<file path="src/rtl/quad_step_decoder.sv">
// Quadrature front end: synchronises and glitch-filters encoder phases A/B and index,
// then decodes x4 Gray steps into counter enable/direction/load pulses with a sticky error flag.
module quad_step_decoder #(
   parameter int SYNC_STAGES = 2,
   parameter int FILTER_LEN  = 3
) (
   input  logic clk,
   input  logic rst,
   input  logic a_in,
   input  logic b_in,
   input  logic idx_in,
   input  logic err_clr,
   output logic en_out,
   output logic dir_out,
   output logic load_out,
   output logic err_out
);

   localparam int CW = $clog2(FILTER_LEN + 1);
   localparam int IW = $clog2(SYNC_STAGES + FILTER_LEN + 1);
   localparam logic [IW-1:0] INIT_CNT = IW'(SYNC_STAGES + FILTER_LEN);
   localparam logic [CW-1:0] FLEN     = CW'(FILTER_LEN);

   typedef enum logic {
      ST_INIT = 1'b0,
      ST_RUN  = 1'b1
   } state_t;

   // Gray-step classification: 2'b01 up, 2'b10 down, 2'b11 illegal, 2'b00 no change
   function automatic logic [1:0] classify(input logic [1:0] prev, input logic [1:0] cur);
      logic [1:0] res;
      case ({prev, cur})
         4'b0001, 4'b0111, 4'b1110, 4'b1000: res = 2'b01;
         4'b0010, 4'b1011, 4'b1101, 4'b0100: res = 2'b10;
         4'b0011, 4'b1100, 4'b0110, 4'b1001: res = 2'b11;
         default:                            res = 2'b00;
      endcase
      return res;
   endfunction

   // channel bit order everywhere: {a, b, idx}
   logic [SYNC_STAGES-1:0][2:0] sync_q, sync_d;
   logic [2:0][CW-1:0]          fcnt_q, fcnt_d;
   logic [2:0]                  filt_q, filt_d;
   logic [2:0]                  raw_s, syn_s;
   logic [1:0]                  step_s;
   state_t                      state_q, state_d;
   logic [IW-1:0]               init_cnt_q, init_cnt_d;
   logic [1:0]                  prev_q, prev_d;
   logic                        prev_idx_q, prev_idx_d;
   logic                        en_q, en_d;
   logic                        dir_q, dir_d;
   logic                        load_q, load_d;
   logic                        err_q, err_d;

   assign raw_s  = {a_in, b_in, idx_in};
   assign syn_s  = sync_q[SYNC_STAGES-1];
   assign step_s = classify(prev_q, filt_q[2:1]);

   // Next-state logic: synchroniser shift, INIT settling, filtering and step decode
   always_comb begin
      sync_d     = sync_q;
      fcnt_d     = fcnt_q;
      filt_d     = filt_q;
      state_d    = state_q;
      init_cnt_d = init_cnt_q;
      prev_d     = prev_q;
      prev_idx_d = prev_idx_q;
      en_d       = 1'b0;
      dir_d      = dir_q;
      load_d     = 1'b0;
      if (err_clr) begin
         err_d = 1'b0;
      end else begin
         err_d = err_q;
      end

      sync_d[0] = raw_s;
      for (int s = 1; s < SYNC_STAGES; s++) begin
         sync_d[s] = sync_q[s-1];
      end

      case (state_q)
         ST_INIT: begin
            // Track inputs directly so RUN starts from the settled levels without pulses
            filt_d = syn_s;
            fcnt_d = '0;
            if (init_cnt_q == IW'(1)) begin
               state_d    = ST_RUN;
               init_cnt_d = {IW{1'b0}};
               prev_d     = syn_s[2:1];
               prev_idx_d = syn_s[0];
            end else begin
               init_cnt_d = init_cnt_q - IW'(1);
            end
         end
         ST_RUN: begin
            for (int c = 0; c < 3; c++) begin
               if (syn_s[c] != filt_q[c]) begin
                  if ((fcnt_q[c] + CW'(1)) == FLEN) begin
                     filt_d[c] = syn_s[c];
                     fcnt_d[c] = {CW{1'b0}};
                  end else begin
                     fcnt_d[c] = fcnt_q[c] + CW'(1);
                  end
               end else begin
                  fcnt_d[c] = {CW{1'b0}};
               end
            end
            case (step_s)
               2'b01: begin
                  en_d  = 1'b1;
                  dir_d = 1'b0;
               end
               2'b10: begin
                  en_d  = 1'b1;
                  dir_d = 1'b1;
               end
               2'b11:   err_d = 1'b1;
               default: en_d  = 1'b0;
            endcase
            load_d     = filt_q[0] & ~prev_idx_q;
            prev_d     = filt_q[2:1];
            prev_idx_d = filt_q[0];
         end
         default: state_d = ST_INIT;
      endcase
   end

   // State and output registers
   always_ff @(posedge clk or posedge rst) begin
      if (rst) begin
         sync_q     <= '0;
         fcnt_q     <= '0;
         filt_q     <= 3'b000;
         state_q    <= ST_INIT;
         init_cnt_q <= INIT_CNT;
         prev_q     <= 2'b00;
         prev_idx_q <= 1'b0;
         en_q       <= 1'b0;
         dir_q      <= 1'b0;
         load_q     <= 1'b0;
         err_q      <= 1'b0;
      end else begin
         sync_q     <= sync_d;
         fcnt_q     <= fcnt_d;
         filt_q     <= filt_d;
         state_q    <= state_d;
         init_cnt_q <= init_cnt_d;
         prev_q     <= prev_d;
         prev_idx_q <= prev_idx_d;
         en_q       <= en_d;
         dir_q      <= dir_d;
         load_q     <= load_d;
         err_q      <= err_d;
      end
   end

   assign en_out   = en_q;
   assign dir_out  = dir_q;
   assign load_out = load_q;
   assign err_out  = err_q;

endmodule

</file>
<file path="config.mk">
export PLATFORM = sky130hd
export DESIGN_NAME = quad_step_decoder
export DESIGN_NICKNAME = d
export VERILOG_FILES = /design/src/rtl/quad_step_decoder.sv
export SDC_FILE = /design/constraint.sdc
export NUM_CORES = 1
export LEC_CHECK = 0
export ABC_CLOCK_PERIOD_IN_PS = 2300
export BUFFER_PORTS_ARGS = -buffer_cell sky130_fd_sc_hd__buf_4
export CORE_MARGIN = 2
export CORE_UTILIZATION = 56
export CTS_CLUSTER_DIAMETER = 150
export DETAILED_ROUTE_END_ITERATION = 16
export PLACE_DENSITY = 0.76
export SLEW_MARGIN = 0
export SYNTH_ARGS = -nofsm -noshare
export SYNTH_HDL_FRONTEND = slang
export SYNTH_SLANG_ARGS = --single-unit
</file>
<file path="constraint.sdc">
create_clock -name clk -period 2.3 [get_ports clk]
set_clock_uncertainty 0.2 [all_clocks]
set_input_delay 0.46 -clock clk [delete_from_list [all_inputs] [get_ports clk]]
set_output_delay 0.46 -clock clk [all_outputs]
set_load 0.02 [all_outputs]
</file>
==> results of run 1 <==
stage by stage:
| step | cells | util, % | cell area [sq um] | hold slack, ps | power (mW) |
|---|---|---|---|---|---|
| 6_report | 125 | 69.1 | 1220 | 45.5 | 1.42 |
| 3_3_place_gp | 120 | 66.5 | 1170 | 135 | 1.19 |
| 4_1_cts | 125 | 69.1 | 1220 | 31.3 | 1.44 |
| 2_1_floorplan | 87 | - | 1080 | 131 | 1.08 |
| 5_1_grt | 125 | 69.1 | 1220 | 23.8 | 1.54 |
| 3_5_place_dp | 120 | 66.5 | 1170 | 135 | 1.22 |
critical path: cells and delay by family, from the launching register on:
kind                       cells  cell delay, ps
AOI/OAI and AO/OA              2             330
adders and majority gates      1             280
DFF                            1             470
muxes                          1             340
and+or+nand+nor                2             270
metal layers:
metal / up-vias / GRT usage (%)
met5: - / 0
met4: 0 / 8.11
met3: 2 / 3.40
met2: 9 / 21.6
met1: 295 / 19.3
li1: 321 / -
final cells by class:
cell class / instances / area, sq um
Fill cell: 141 / 544
Multi-Input combinational cell: 52 / 388
Timing Repair Buffer: 11 / 85.1
Sequential cell: 26 / 653
Clock buffer: 4 / 36.3
Inverter: 7 / 26.3
Tap cell: 25 / 31.3
sequential cells by signal, indices dropped and copies added (netlist names):
signal and cells:
en_out 1, err_out 1, state_q 1, dir_out 1, load_out 1, filt_q 3, sync_d 3, fcnt_q 6
prev_q 2, syn_s 3, init_cnt_q 3, prev_idx_q 1
where the power goes:
| part | switching, mW | internal [mW] | leakage (nW) |
|---|---|---|---|
| logic | 0.228 | 0.264 | 0.246 |
| registers | 0.115 | 0.599 | 0.311 |
| clock network | 0.120 | 0.0966 | 0.0210 |
final timing paths:
| kind | to | start | cells after the start |
|---|---|---|---|
| min in group asynchronous | init_cnt_q[1] | rst | 3 |
| min reg2reg | syn_s[0] | sync_d[3] | 0 |
| max reg2reg | dir_out | prev_q[0] | 6 |
| max | dir_out | prev_q[0] | 6 |
| max in group asynchronous | dir_out | rst | 4 |
| min | sync_d[5] | a_in | 1 |
cell families after synthesis:
logic type	after synthesis	synth area share, %
AOI/OAI and AO/OA	14	7.65
xor gates and xnor gates	3	2.43
adders and majority gates	4	4.64
buffers and inverters	9	3.59
DFF	26	60.5
muxes	9	8.92
and+or+nand+nor	22	12.3
cell usage in the layout (no fill, tap or decap), drive strengths merged:
cell | Yosys | layout
ha | 4 | 4
clkbuf | 1 | 4
mux2 | 5 | 5
xor2 | 2 | 2
o21ai | 12 | 12
dfrtp | 24 | 24
dlygate4sd3 | 0 | 1
nor2 | 2 | 2
mux2i | 4 | 4
o21a | 1 | 1
xnor2 | 1 | 1
and4 | 2 | 2
and4b | 2 | 2
o211ai | 1 | 1
nor2b | 2 | 2
nand2 | 8 | 8
buf | 1 | 10
dfstp | 2 | 2
nor4b | 1 | 1
nand2b | 3 | 3
and4bb | 1 | 1
inv | 7 | 7
nand3 | 1 | 1
==> results.yml, run 1 <==
outcome:
  outcome: "finished clean"
routing:
  first_iter_violations: 4
  met2WireLength_um: 614
  vias: 627
  wl_um: 1380
  drt_pre_antenna_iters: 3
  drc: 0
  met3_length_um: 48
  routedWlPerCell_um: 11.0
  top_layer: "met4"
  met1_length_um: 702
  ant_nets: 0
  drt-vias-per-instance: 5.02
placement:
  io_buffer_count: 9
  gp_congestion: 0.696
  place_ws_ps: 291
  dp_hpwl_um: 997
sta:
  rsz0062_at_grt: "false"
  fin_ws_ps: 299
  final-setup-viol-count: 0
  min_period_ps: 2000
  period_share_pct: 87.0
  max-slew-margin-rel_pct: 60.3
  drv_slew: 0
  fmax_ghz: 0.500
  worst_pin_slew_ps: 596
  hold_violations: 0
  final.setup.tns_ps: 0
worst_setup_path:
  rrSetupSlack_ps: 300
  worstSetupPathType: "reg -> reg"
  cpMostUsedCell: "o21ai_0"
  cp_slowest_cell: "dfrtp_1"
  cp_data_arrival_time_ps: 2000
  crit_fanout: 7
  critPathMaxStageDelay_ps: 470
  crit_path_start_kind: "flip-flop"
  crit_chain: "nand2_1 > o21ai_0 > o21ai_0 > ha_1 > nor2b_1 > mux2_2"
  worstSetupEndpointType: "flip-flop"
  cp_data_required_time_ps: 2300
clock_tree:
  clkLatencyLatePin_ps: 310
  h-tree-depth: 1
  cts_sinks: 26
  cts_resized: 0
  cts_setup_buffers: 0
  tritoncts: "built"
  hold_buffers: 1
  cts_inserted_buffers: 3
  path_clk_slew_ps: 130
  cts_max_path_buffers: 2
  ctsRootBufferMaster: "clkbuf_4"
synth:
  avgSynthCellArea_sq_um: 12.4
  synthCells: 87
  ys_ff_latch: 26
  synthTopCellsByCount: "dfrtp_1, o21ai_0, nand2_1"
  ys_warn_count: 0
  synth_seq_area_share_pct: 60.5
  synthFlopType: "dfrtp_1"
  async_reset_ff_share_pct: 100
  synth_most_common_cell: "dfrtp_1"
  synth-edff-count: 0
  synthTopCellsByArea: "dfrtp_1, mux2_2, dfstp_2, ha_1, o21ai_0"
  syn_area_sq_mm: 0.00108
  synth.distinct_cells: 23
  synth_largest_area_cell: "dfrtp_1"
  synthDominantCellAreaShare_pct: 55.6
  syn-num-nets: 97
job:
  max_cap_violations: 0
power_and_ir_drop:
  vdd_ir_drop_max_uv: 629
  power_per_cell_area_mw_per_mm2: 1170
  p_leak_nw: 0.579
layout:
  fin_nets: 111
  syn_to_final_growth_pct: 13.0
  diodes: 0
  layout-drive-gt1-share_pct: 24.0
floorplanning:
  die-area_sq_mm: 0.00230
  fp-row-count: 15
  ios: 10
  start_util_pct: 61.2
  fp.dieW_um: 47.9
  core-area_sq_mm: 0.00176
  fp.dieH_um: 47.9
global_routing:
  grt_pass1_vias: 538
  grt_usage_pct: 14.5
  grt_max_degree: 23
  antenna_found_initial: 0
  gr-total-overflow: 0
  grt_first_pass_wirelength_um: 2220
worst_hold_path:
  hp-class: "in -> reg"
No activity file was read; power rests on OpenSTA's default activity.
==> run 2, diff against run 1 <==
- CAP_MARGIN: default -> 20
- CORE_MARGIN: 2 -> default
- GPL_ROUTABILITY_DRIVEN: default -> 0
==> results.yml, run 2 (same netlist as run 1, synthesis figures left out) <==
layout:
  diodes: 0
  syn_to_final_growth_pct: 13.0
  final.fill_count: 145
  top_register: "fcnt_q"
  final_common_cell: "dfrtp_1"
  mostFrequentLayoutCells: "dfrtp_1, o21ai_0, buf_4, nand2_1, inv_1"
  layout-drive-gt1-share_pct: 24.0
  largest_reg_flops: 6
  fin_nets: 111
  fin_util_pct: 69.1
  multi_input_area_sq_um: 388
  regArea_sq_um: 653
clock_tree:
  cts_sinks: 26
  tritoncts: "built"
  cts_inserted_buffers: 3
  ctsRootBufferMaster: "clkbuf_4"
  clkLatencyLatePin_ps: 310
  h-tree-depth: 1
  cts_max_path_buffers: 2
  cts_resized: 0
  path_clk_slew_ps: 130
routing:
  wl_um: 1440
  drt-vias-per-instance: 5.04
  first_iter_violations: 7
  drc: 0
  routedWlPerCell_um: 11.5
  vias: 630
  ant_nets: 0
  drt_pre_antenna_iters: 4
placement:
  dp_hpwl_um: 1000
  io_buffer_count: 9
sta:
  max-slew-margin-rel_pct: 60.6
  period_share_pct: 86.2
  min_period_ps: 1980
  hold_violations: 0
  final-setup-viol-count: 0
  holdWs_ps: 42.3
  fmax_ghz: 0.504
  final.setup.tns_ps: 0
  rsz0062_at_grt: "false"
  drv_slew: 0
  worst_pin_slew_ps: 590
floorplanning:
  die-area_sq_mm: 0.00211
  ios: 10
  start_util_pct: 61.2
  fp.dieW_um: 45.9
  fp-row-count: 15
  core-area_sq_mm: 0.00176
  fp.dieH_um: 45.9
worst_setup_path:
  r2r_start: "prev_q[0]"
  cp-startpoint: "prev_q[0]"
  worstSetupPathType: "reg -> reg"
  crit_fanout: 7
  cp_data_required_time_ps: 2310
  crit_path_start_kind: "flip-flop"
  cp_data_arrival_time_ps: 2000
  worstSetupEndpointType: "flip-flop"
worst_hold_path:
  hp-class: "in -> reg"
  min_from: "b_in"
job:
  max_cap_violations: 0
global_routing:
  grt_max_degree: 23
  gr-total-overflow: 0
  grt_pass1_vias: 586
  grt_usage_pct: 16.4
  antenna_found_initial: 0
  grt_first_pass_wirelength_um: 2400
outcome:
  outcome: "finished clean"
power_and_ir_drop:
  vdd_ir_drop_max_uv: 655
  power_per_cell_area_mw_per_mm2: 1170
  p_leak_nw: 0.579
## run 2: cell counts in the layout (fill, tap and decap cells not counted)
Identical to the previous run, type by type.
## run 2: layout make-up
| cell class | count | area share [%] |
|---|---|---|
| repair buffers | 11 | 6.97 |
| multi-input cells | 52 | 31.8 |
| well taps | 25 | 2.56 |
| clock buffers | 4 | 2.97 |
| flip-flops and latches | 26 | 53.5 |
| inverters | 7 | 2.15 |
## run 2: repair_timing
action | CTS | global route
endpoints found under the hold margin | 9 | 0
setup buffers | 0 | 0
hold buffers | 1 | 0
## run 2: critical path, stage by stage, from the launching register on
cell and delay [ps]:
dfrtp_1 460, nand2_1 110, o21ai_0 80, o21ai_0 240, ha_1 280, nor2b_1 160
mux2_2 350
## run 2: report_power, final
part	internal (mW)	total [mW]	leakage, nW	switching, mW
Sequential	0.600	0.714	0.311	0.115
Combinational	0.264	0.493	0.246	0.229
Clock	0.0967	0.224	0.0210	0.128
Total	0.961	1.43	0.579	0.471
## run 2: final timing paths
check | endpoint | slack (ps) | cells after the start
hold reg to reg | syn_s[1] | 160 | 0
min in group asynchronous | init_cnt_q[1] | 480 | 3
setup / recovery | dir_out | 320 | 6
hold / removal | sync_d[4] | 40 | 1
setup reg to reg | dir_out | 320 | 6
max in group asynchronous | syn_s[1] | 860 | 4
## run 2: routing by layer
layer	share of wire, %	vias to the layer above	GRT usage (%)
met2	46	11	23.9
li1	-	319	-
met3	2.9	2	2.38
met1	50	298	22.6
met4	0.70	0	10.6
met5	0	-	0
## run 2: metrics by stage
stage	power (mW)	setup WS (ps)	cells	instance area (sq um)
5_1_grt	1.54	167	125	1220
3_3_place_gp	1.19	418	120	1170
4_1_cts	1.45	310	125	1220
6_report	1.43	316	125	1220
3_5_place_dp	1.22	335	120	1170
2_1_floorplan	1.08	472	87	1080
==> run 3, diff against run 2 <==
- CTS_CLUSTER_DIAMETER: 150 -> default
- PLACE_DENSITY: 0.76 -> 0.8
==> results.yml, run 3 (same netlist as run 1, synthesis figures left out) <==
outcome:
  outcome: "finished clean"
layout:
  fin_util_pct: 70.1
  largest_reg_flops: 6
  diodes: 0
  design_area_sq_mm: 0.00124
  syn_to_final_growth_pct: 14.5
  layout-drive-gt1-share_pct: 24.0
  fin_nets: 111
  mostFrequentLayoutCells: "dfrtp_1, o21ai_0, buf_4, nand2_1, inv_1"
  top_register: "fcnt_q"
  instances_no_fill: 125
  final_common_cell: "dfrtp_1"
routing:
  wl_um: 1360
  drt_pre_antenna_iters: 3
  drc: 0
  first_iter_violations: 5
  routedWlPerCell_um: 10.9
  ant_nets: 0
  drt-vias-per-instance: 5.02
  vias: 627
clock_tree:
  cts_inserted_buffers: 3
  cts_resized: 0
  path_clk_slew_ps: 130
  clkLatencyLatePin_ps: 300
  cts_max_path_buffers: 2
  tritoncts: "built"
  ctsRootBufferMaster: "clkbuf_4"
  cts_sinks: 26
  cts_setup_buffers: 0
  hold_buffers: 1
  h-tree-depth: 1
sta:
  min_period_ps: 1970
  fmax_ghz: 0.507
  rsz0062_at_grt: "false"
  drv_slew: 0
  worst_pin_slew_ps: 591
  final.setup.tns_ps: 0
  hold_violations: 0
  final-setup-viol-count: 0
  period_share_pct: 85.7
  max-slew-margin-rel_pct: 60.6
floorplanning:
  die-area_sq_mm: 0.00211
  start_util_pct: 61.2
  fp-row-count: 15
  fp.dieH_um: 45.9
  ios: 10
  core-area_sq_mm: 0.00176
  fp.dieW_um: 45.9
placement:
  placed_cells: 120
  dp_hpwl_um: 972
  postPlaceCellArea_sq_mm: 0.00117
  io_buffer_count: 9
global_routing:
  gr-total-overflow: 0
  antenna_found_initial: 0
  grt_max_degree: 27
  grt_usage_pct: 15.4
  grt_pass1_vias: 534
  grt_first_pass_wirelength_um: 2210
worst_hold_path:
  hp-class: "in -> reg"
worst_setup_path:
  crit_fanout: 7
  worstSetupEndpointType: "flip-flop"
  cp_data_arrival_time_ps: 1980
  worstSetupPathType: "reg -> reg"
  crit_path_start_kind: "flip-flop"
  cp_data_required_time_ps: 2310
power_and_ir_drop:
  power_per_cell_area_mw_per_mm2: 1220
  p_leak_nw: 0.585
  vdd_ir_drop_max_uv: 635
job:
  max_cap_violations: 0
[run 3: cell count changes in the layout (fill, tap and decap cells not counted), sizes merged]
cell,before,now
clkbuf,4,3
bufinv,0,1
[run 3: through the flow]
step / hold WS, ps / total power [mW] / worst slack, ps
2_1_floorplan: 131 / 1.08 / 472
3_5_place_dp: 135 / 1.22 / 341
4_1_cts: 25.2 / 1.53 / 318
6_report: 44.4 / 1.51 / 329
3_3_place_gp: 132 / 1.19 / 422
5_1_grt: 16.4 / 1.62 / 226
[run 3: per-layer routing]
layer | track usage [%] | up-vias | wire (um)
met5 | 0 | - | 0
met4 | 12.4 | 0 | 17
met3 | 2.38 | 2 | 28
met2 | 22.8 | 9 | 655
met1 | 19.9 | 294 | 663
li1 | - | 322 | -
[run 3: critical path, cell delays in order (launching register included)]
cell and delay (ps):
dfrtp_1 460, nand2_1 120, o21ai_0 80, o21ai_0 230, ha_1 270, nor2b_1 170
mux2_2 350
[run 3: final timing paths]
kind,cells after the start,endpoint,startpoint,slack (ps)
min,1,sync_d[4],b_in,40
max reg2reg,6,dir_out,prev_q[0],330
max in group asynchronous,4,init_cnt_q[0],rst,1070
min reg2reg,0,syn_s[1],sync_d[4],160
max,6,dir_out,prev_q[0],330
min in group asynchronous,4,prev_q[1],rst,540
[run 3: power by group]
group          switching [mW]  internal [mW]  leakage, nW
clock                   0.121          0.176       0.0279
sequential              0.116          0.600        0.311
combinational           0.230          0.264        0.246
[run 3: layout make-up]
| cell class | instances | area (sq um) |
|---|---|---|
| Sequential cell | 26 | 653 |
| Clock inverter | 1 | 30.0 |
| Timing Repair Buffer | 11 | 85.1 |
| Multi-Input combinational cell | 52 | 388 |
| Clock buffer | 3 | 22.5 |
| Fill cell | 145 | 528 |
| Tap cell | 25 | 31.3 |
| Inverter | 7 | 26.3 |
